`src/rtl/nios_system_nios2_gen2_0_cpu_oci_dtrace_ctrl.sv`:
```
// Data-trace capture controller: writes compressed trace frames into a
// circular trace RAM with arm/trigger/post-trigger sequencing, then serves
// oldest-first readout to the debug host through a req/ack port.
module nios_system_nios2_gen2_0_cpu_oci_dtrace_ctrl #(
  parameter int unsigned ADDR_W    = 7,
  parameter int unsigned POST_TRIG = 32
) (
  input  logic              clk,
  input  logic              reset_n,
  input  logic              arm,
  input  logic              trig,
  input  logic              test_ending,
  input  logic              dct_valid,
  input  logic [29:0]       dct_buffer,
  input  logic [3:0]        dct_count,
  output logic              tm_we,
  output logic [ADDR_W-1:0] tm_waddr,
  output logic [33:0]       tm_wdata,
  output logic [ADDR_W-1:0] tm_raddr,
  input  logic [33:0]       tm_rdata,
  input  logic              rd_req,
  input  logic [ADDR_W-1:0] rd_addr,
  output logic              rd_ack,
  output logic [33:0]       rd_data,
  output logic [1:0]        state,
  output logic              wrapped,
  output logic [ADDR_W:0]   num_entries,
  output logic              trace_done
);

  localparam logic [1:0] S_IDLE  = 2'd0;
  localparam logic [1:0] S_ARMED = 2'd1;
  localparam logic [1:0] S_TRIG  = 2'd2;
  localparam logic [1:0] S_DONE  = 2'd3;

  localparam logic [ADDR_W:0]   DEPTH       = {1'b1, {ADDR_W{1'b0}}};
  localparam logic [ADDR_W-1:0] WPTR_MAX    = {ADDR_W{1'b1}};
  localparam logic [ADDR_W:0]   POST_TRIG_V = (ADDR_W+1)'(POST_TRIG);
  localparam bit                POST_ZERO   = (POST_TRIG == 0);

  logic [ADDR_W-1:0] wptr, wptr_n;
  logic [ADDR_W-1:0] post_cnt, post_cnt_n;
  logic [ADDR_W-1:0] rd_idx, rd_idx_n;
  logic              rd_s1, rd_s1_n;
  logic              rd_s2, rd_s2_n;
  logic [1:0]        state_n;
  logic              wrapped_n;
  logic              we_n;
  logic [ADDR_W-1:0] waddr_n;
  logic [33:0]       wdata_n;
  logic [ADDR_W-1:0] raddr_n;
  logic              ack_n;
  logic [33:0]       rdata_n;
  logic [ADDR_W:0]   num_entries_n;
  logic              accept;
  logic [ADDR_W-1:0] start;

  // Next-state, capture pointer and read-pipeline logic.
  always_comb begin
    state_n    = state;
    wptr_n     = wptr;
    wrapped_n  = wrapped;
    post_cnt_n = post_cnt;
    we_n       = 1'b0;
    waddr_n    = tm_waddr;
    wdata_n    = tm_wdata;
    rd_s1_n    = 1'b0;
    rd_s2_n    = rd_s1;
    rd_idx_n   = rd_idx;
    raddr_n    = tm_raddr;
    ack_n      = rd_s2;
    rdata_n    = rd_s2 ? tm_rdata : rd_data;
    start      = wrapped ? wptr : '0;
    accept     = dct_valid && (dct_count != 4'd0) &&
                 ((state == S_ARMED) || (state == S_TRIG));

    if (accept) begin
      we_n    = 1'b1;
      waddr_n = wptr;
      wdata_n = {dct_count, dct_buffer};
      wptr_n  = wptr + 1'b1;
      if (wptr == WPTR_MAX) wrapped_n = 1'b1;
    end

    // Stage 2 of a read: physical address rotated by the oldest entry.
    if (rd_s1) raddr_n = start + rd_idx;

    // Stage 1: accept a host request only in DONE with nothing outstanding.
    if ((state == S_DONE) && rd_req && !rd_s1) begin
      rd_s1_n  = 1'b1;
      rd_idx_n = rd_addr;
    end

    case (state)
      S_IDLE: begin
        if (arm) begin
          state_n    = S_ARMED;
          wptr_n     = '0;
          wrapped_n  = 1'b0;
          post_cnt_n = '0;
        end
      end
      S_ARMED: begin
        if (trig || test_ending) state_n = S_TRIG;
      end
      S_TRIG: begin
        if (accept) post_cnt_n = post_cnt + 1'b1;
        if (test_ending || POST_ZERO ||
            (accept && (({1'b0, post_cnt} + 1'b1) == POST_TRIG_V)))
          state_n = S_DONE;
      end
      S_DONE: begin
        if (arm) begin
          state_n    = S_ARMED;
          wptr_n     = '0;
          wrapped_n  = 1'b0;
          post_cnt_n = '0;
          rd_s1_n    = 1'b0;
          rd_s2_n    = 1'b0;
          ack_n      = 1'b0;
          rdata_n    = rd_data;
        end
      end
      default: state_n = S_IDLE;
    endcase

    num_entries_n = wrapped_n ? DEPTH : {1'b0, wptr_n};
  end

  // State and output registers with synchronous active-low reset.
  always_ff @(posedge clk) begin
    if (!reset_n) begin
      state       <= S_IDLE;
      wptr        <= '0;
      wrapped     <= 1'b0;
      post_cnt    <= '0;
      tm_we       <= 1'b0;
      tm_waddr    <= '0;
      tm_wdata    <= '0;
      tm_raddr    <= '0;
      rd_s1       <= 1'b0;
      rd_s2       <= 1'b0;
      rd_idx      <= '0;
      rd_ack      <= 1'b0;
      rd_data     <= '0;
      num_entries <= '0;
      trace_done  <= 1'b0;
    end else begin
      state       <= state_n;
      wptr        <= wptr_n;
      wrapped     <= wrapped_n;
      post_cnt    <= post_cnt_n;
      tm_we       <= we_n;
      tm_waddr    <= waddr_n;
      tm_wdata    <= wdata_n;
      tm_raddr    <= raddr_n;
      rd_s1       <= rd_s1_n;
      rd_s2       <= rd_s2_n;
      rd_idx      <= rd_idx_n;
      rd_ack      <= ack_n;
      rd_data     <= rdata_n;
      num_entries <= num_entries_n;
      trace_done  <= (state_n == S_DONE);
    end
  end

endmodule
```
`config.mk`:
```
export PLATFORM = sky130hd
export DESIGN_NAME = nios_system_nios2_gen2_0_cpu_oci_dtrace_ctrl
export DESIGN_NICKNAME = d
export VERILOG_FILES = /design/src/rtl/nios_system_nios2_gen2_0_cpu_oci_dtrace_ctrl.sv
export SDC_FILE = /design/constraint.sdc
export NUM_CORES = 1
export LEC_CHECK = 0
export ABC_AREA = 1
export ABC_CLOCK_PERIOD_IN_PS = 2780
export BUFFER_PORTS_ARGS = -buffer_cell sky130_fd_sc_hd__buf_2
export CORE_MARGIN = 8
export CORE_UTILIZATION = 49
export CTS_CLUSTER_DIAMETER = 40
export CTS_CLUSTER_SIZE = 8
export DETAILED_ROUTE_END_ITERATION = 12
export MAX_ROUTING_LAYER = met4
export PLACE_DENSITY = 0.82
export SLEW_MARGIN = 5
export SYNTH_ARGS = -nofsm -noshare
export SYNTH_HDL_FRONTEND = slang
export SYNTH_SLANG_ARGS = --single-unit
```
`constraint.sdc`:
```
create_clock -name clk -period 2.78 [get_ports clk]
set_input_delay 0.417 -clock clk [delete_from_list [all_inputs] [get_ports clk]]
set_output_delay 0.417 -clock clk [all_outputs]
set_load 0.01 [all_outputs]
```
# Word-level counts from Yosys, hierarchy flattened

Index checks and enable logic that the tools add are counted.

Bits in registers: 119
Input port bits: 82
Output and inout port bits: 96
Word-level logic and storage cells: 72

Add/sub/neg operators: 4
Equal/unequal tests: 9
Mux-type cells: 27
Bitwise gates (word level): 1
Reductions and logical operators: 15

Operators by type and width:

| operator                                       | number |
|---|---|
| 2-to-1 mux 34 bit                              | 3 |
| 2-to-1 mux 7 bit                               | 6 |
| adder 7 x 1 -> 7 bit (second input constant)   | 2 |
| case mux 7 bit (2 select lines)                | 1 |
| 2-to-1 mux 1 bit                               | 12 |
| adder 7 x 1 -> 8 bit (second input constant)   | 1 |
| == test 8 x 6 -> 1 bit (second input constant) | 1 |
| 2-to-1 mux 8 bit                               | 1 |
| adder 7 bit                                    | 1 |
| == test 7 bit (second input constant)          | 1 |
| == test 2 bit (second input constant)          | 3 |
| 2-to-1 mux 2 bit                               | 3 |
| case mux 2 bit (3 select lines)                | 1 |
| logical AND 1 bit                              | 5 |
| != test 2 bit (second input constant)          | 2 |
| nonzero test 4 bit                             | 1 |
| OR reduction 2 bit                             | 2 |
| logical OR 1 bit                               | 3 |
| AND reduction 3 bit                            | 1 |
| == test 2 x 1 -> 1 bit (second input constant) | 1 |
| logical NOT 2 bit                              | 1 |
| != test 2 x 1 -> 1 bit (second input constant) | 1 |
| nonzero test 2 bit                             | 1 |
| logical NOT 1 bit                              | 1 |
| inverter 1 bit                                 | 1 |

# Depth between registers and ports, before layout

Word-level depth: 8
Mapped depth: 15
Depth with buffers taken out: 14

# Least setup slack after synthesis

OpenSTA, ideal clock, no wires.

Path type: register to register
Start point: register wrapped
End point: register tm_raddr[6]
Setup time: 0.109 ns
Arrival time: 1.980 ns
Required time: 2.671 ns
Path slack: 0.691 ns
Stages on the path, launching flop included: 16
Path buffers: 1
Period minus slack after synthesis: 2.089 ns
Cells stage by stage: dfxtp_1 -> clkbuf_1 -> nand2_1 -> inv_1 -> ha_1 -> inv_1 -> fa_1 -> nand3b_1 -> nand2_1 -> nand2_1 -> a21oi_1 -> nor2_1 -> nand2_1 -> nand3_1 -> nand2_1 -> inv_1

Cells in the longest elaborated chain, start to end: 2

RTL lines:

| item                     | RTL line | RTL |
|---|---|---|
| start: declaration       | 26       | `output logic wrapped,` |
| start signal: assignment | 151      | `wrapped <= wrapped_n;` |
| 2-to-1 mux 7 bit         | 73       | `start = wrapped ? wptr : '0;` |
| adder 7 bit              | 86       | `if (rd_s1) raddr_n = start + rd_idx;` |
| end signal: assignment   | 156      | `tm_raddr <= raddr_n;` |
| end: declaration         | 19       | `output logic [ADDR_W-1:0] tm_raddr,` |

Every way passes these cells.
A chain may end at the register's enable or synchronous reset.

# Worst setup path in the final report

Start point: register state[0]
End point: register post_cnt[0]

Cells in the longest elaborated chain, start to end: 5
Elaborated cells between the ends (all ways): 12
Classes of those cells: 5 x eq/ne; 1 x mux; 6 x reduce/logical

RTL lines:

| item                                                           | RTL line | RTL |
|---|---|---|
| start: declaration                                             | 25       | `output logic [1:0] state,` |
| start signal: assignment                                       | 149      | `state <= state_n;` |
| == test 2 x 1 -> 1 bit / == test 2 bit (equally long branches) | 75, 94   |  |
| logical OR 1 bit                                               | 75       | `((state == S_ARMED) \|\| (state == S_TRIG));` |
| logical AND 1 bit                                              | 74       | `accept = dct_valid && (dct_count != 4'd0) &&` |
| != test 2 bit (no source line)                                 | n/a      |  |
| AND reduction 3 bit (no source line)                           | n/a      |  |
| end signal: assignment                                         | 152      | `post_cnt <= post_cnt_n;` |
| end: declaration                                               | 42       | `logic [ADDR_W-1:0] post_cnt, post_cnt_n;` |

Parallel ways exist; a longest one is shown, timed or not.

==> run summary <==
For the required time of the critical path, the log shows 3200 ps. Summing every instance area after synthesis gives 4660 µm². The final layout contains 880 nets.

The critical path's slowest cell was dfxtp_1. Of the available clock period, the critical path in the final layout requires 83.1%. The tools report the post-route clock skew as 11.2 ps.

For the worst-skew pair, the clock arrives at the later sink with an insertion delay of 510 ps. The run gives 0 as the hold violation total from the final report. The number of placed instances, taps included, is 895.

For the maximum number of pins on one net before global-route repair, the log shows 50. The critical path arrival was 2730 ps; the maximum single-stage delay on the critical path was 430 ps. For this block, the routed nets add up to 13.7 mm of wire. The distinct cell type count after synthesis came out at 34. CTS saw 118 sinks.

The per-instance average area after synthesis was 7.57 µm²; the number of hold buffers added after CTS was 0. The congestion estimate from routability-driven global placement came to 0.850. Setup repair after global routing left no endpoint under its margin. For the number of iterations in the first detailed-routing pass, the log shows 4. Setup violations remaining at the end of the flow were counted as 0. The number of enable-type register cells in the synthesized netlist is 0. The synthesized netlist cell count is 615, and the share of synthesized area spent on multiplexers is 0.215%. The run finished with clean final reports.

Once the clock tree was built, the setup fixing pass inserted 0 buffers. The run gives 9.91 mm as the final HPWL from detailed placement. The number of nets produced by synthesis came out at 710.

In this run, synthesis produced a sequential element count of 118. The finished layout holds 925 standard cells, fillers aside. The worst-case IR drop observed on VDD is 556 µV. dfxtp_1 takes more of the synthesized area than any other cell.

The count of maximum capacitance violations was 0. The combinational family with the most area after synthesis is simple AND/OR/NAND/NOR gates. The tree is rooted in a clkbuf_8. The worst setup path is captured at a flop.

Summing the areas of all xor and xnor instances in the mapped netlist gives 1.32% of the synthesized area. The number of ports placed on the die boundary was 178. The total area inside the core boundary comes to 9240 µm².

The post-CTS resize count was 0. Traced cell by cell, the critical path runs through inv_1 > ha_1 > clkinv_2 > nand2_2 > a21oi_4 > buf_4 > inv_2 > a21oi_2 > and2_1 > nand2_1 > a21oi_1. The worst setup path is launched from a flop.

The area share of fa/ha/maj cells after synthesis is 3.65%. After Yosys synthesis, and, or, nand and nor cells account for 24.1% of the synthesized area. The largest fanout on the critical path was 23. The clock passes through at most 2 buffers.

The number of global-route vias before repair is 4492. The die is 114 µm tall. The tools report the area enclosed by the die boundary as 12900 µm². By instance count, the leading cell after synthesis is nor2_1. Summed over all failing endpoints, the final setup total negative slack is 0 ps. In this run the tightest slew margin relative to its limit is 50.0%. TritonCTS buffer count: 17. In the post-synthesis netlist, the biggest area contributors are dfxtp_1 (51%), nor2_1 (15%), o21ai_0 (9.3%). The floorplan step set the die width to 114 µm. In the global route stage, overall resource usage came out at 21.4%.

Summed over all cells, the static leakage comes to 0.00309 µW. The highest clock frequency the design can meet was 0.433 GHz; the actual slew at the worst max-slew pin was 750 ps. The clock tree synthesis step divided the H-tree into 4 levels. Of all flip-flops after synthesis, the portion carrying an async set or reset was 0%. In the routed design, unresolved DRC markers number 0. TritonCTS built the clock tree. The first routing iteration left 218 violations.

Summing the areas of all compound-gate instances in the mapped netlist gives 13.8% of the synthesized area. The design draws 5730 µW. For the total number of placement rows, the log shows 35. Of the post-synthesis cell area, the dominant cell type holds 50.7%. The first global-routing pass estimated 21.6 mm of wire. For this run, the share of the core covered by cells in the final layout is 67.5%.

For the number of nets with antenna violations after detailed routing, the log shows 0. Initial antenna violation count: 0. The clock period could shrink to 2310 ps.

The starting utilization of the core area is 50.4%. The most used flip-flop cell after synthesis is dfxtp_1. After clock tree synthesis, the clock-pin slew on the worst setup and hold paths is 60 ps. The number of antenna cells inserted is 0. The type of the most critical hold path was input port to flop.

The tightest hold path in the finished design has a slack of 126 ps. The area overhead of the layout relative to synthesis was 33.9%; the number of I/O port buffers was 177. The Yosys step of the flow raised 0 warnings.

After detailed routing, the number of vias per cell comes to 4.99. Global routing finished with a remaining overflow of 0. The type of the worst setup path was flop to flop.

For the final count of pins violating max slew, the log shows 0. The share of layout cells above drive strength 1 is 27.8%. Power spread over the standard cell area amounts to 919 nW/µm². Detailed routing inserted a total of 4618 vias. The commonest cells after synthesis are nor2_1 (186), dfxtp_1 (118), o21ai_0 (87). The portion of the post-synthesis area used by sequential elements was 50.7%; the detailed-route wire length per cell was 14.8 µm.
==> where the power goes <==
| group | internal [µW] | switching [µW] |
|---|---|---|
| clock network | 1540 | 740 |
| logic | 467 | 835 |
| registers | 1980 | 169 |
==> state kept, by name, indices dropped and copies added (netlist names), 2 cells and up <==
name and count:
post_cnt 7, rd_idx 7, state 2, rd_data 34
tm_raddr 7, num_entries 7, wptr 7, tm_waddr 7
tm_wdata 34
==> stage by stage <==
stage	instance area [µm²]	setup WS, ps
after global placement	5620	727
after detailed placement	5620	568
final	6240	471
after CTS	6240	506
after floorplan	4660	691
after global routing	6240	280
==> worst max-delay path, delay by kind of cell, from the launching register on <==
family	cells	cell delay, ps
AND/OR/NAND/NOR	3	470
flip-flops	1	430
buffers and inverters	4	550
adder cells (fa/ha/maj)	1	350
AO/OA/AOI/OAI	3	410
==> cells in the final DEF, fill, tap and decap left out <==
cell type / count
a21oi_4: 1
a21boi_0: 1
a21oi_1: 19
xor2_1: 6
mux2i_1: 1
and3_1: 1
nand4_1: 4
buf_4: 6
clkbuf_8: 5
nand2_2: 1
clkinv_4: 1
bufinv_16: 4
clkinv_1: 1
clkinvlp_4: 1
nor2_1: 186
o211ai_1: 3
fa_1: 1
clkbuf_16: 16
ha_1: 12
nand2_1: 70
dfxtp_1: 118
inv_1: 39
xnor2_1: 1
o21ai_0: 87
nand3_2: 1
o31ai_1: 1
a21oi_2: 2
nand3b_1: 2
buf_2: 177
and2_1: 1
o21ai_1: 2
clkinv_2: 3
a21o_1: 1
inv_2: 1
or2_2: 1
nor3_1: 7
clkbuf_1: 1
nand3_1: 10
o31ai_4: 1
==> logic make-up after synthesis <==
kind of cell	after synthesis
AOI/OAI and AO/OA	118
xor gates and xnor gates	7
adders and majority gates	13
buffers and inverters	74
DFF	118
muxes	1
and+or+nand+nor	284
==> final timing paths <==
path	startpoint	to	slack, ps	depth (start not counted)
setup / recovery	state[0]	post_cnt[0]	470	11
hold / removal	dct_buffer[7]	tm_wdata[7]	130	3
setup reg to reg	state[0]	post_cnt[0]	470	11
hold reg to reg	tm_waddr[1]	tm_waddr[1]	470	2
==> per-layer routing <==
layer  part of all wire (%)  GRT usage, %  vias up
met2                     50          35.8      161
met3                    5.6          5.12       21
met4                    1.8          8.26        0
met5                      0             -        -
li1                       -             -     2299
met1                     42          24.2     2137
==> area by class of cell <==
cell class                      count  area, µm²
Fill cell                         771       3000
Sequential cell                   118       2360
Multi-Input combinational cell    423       2000
Timing Repair Buffer              183        931
Clock buffer                       22        473
Tap cell                          129        161
Inverter                           42        159
Clock inverter                      8        146
(Power assumes the default switching activity.)
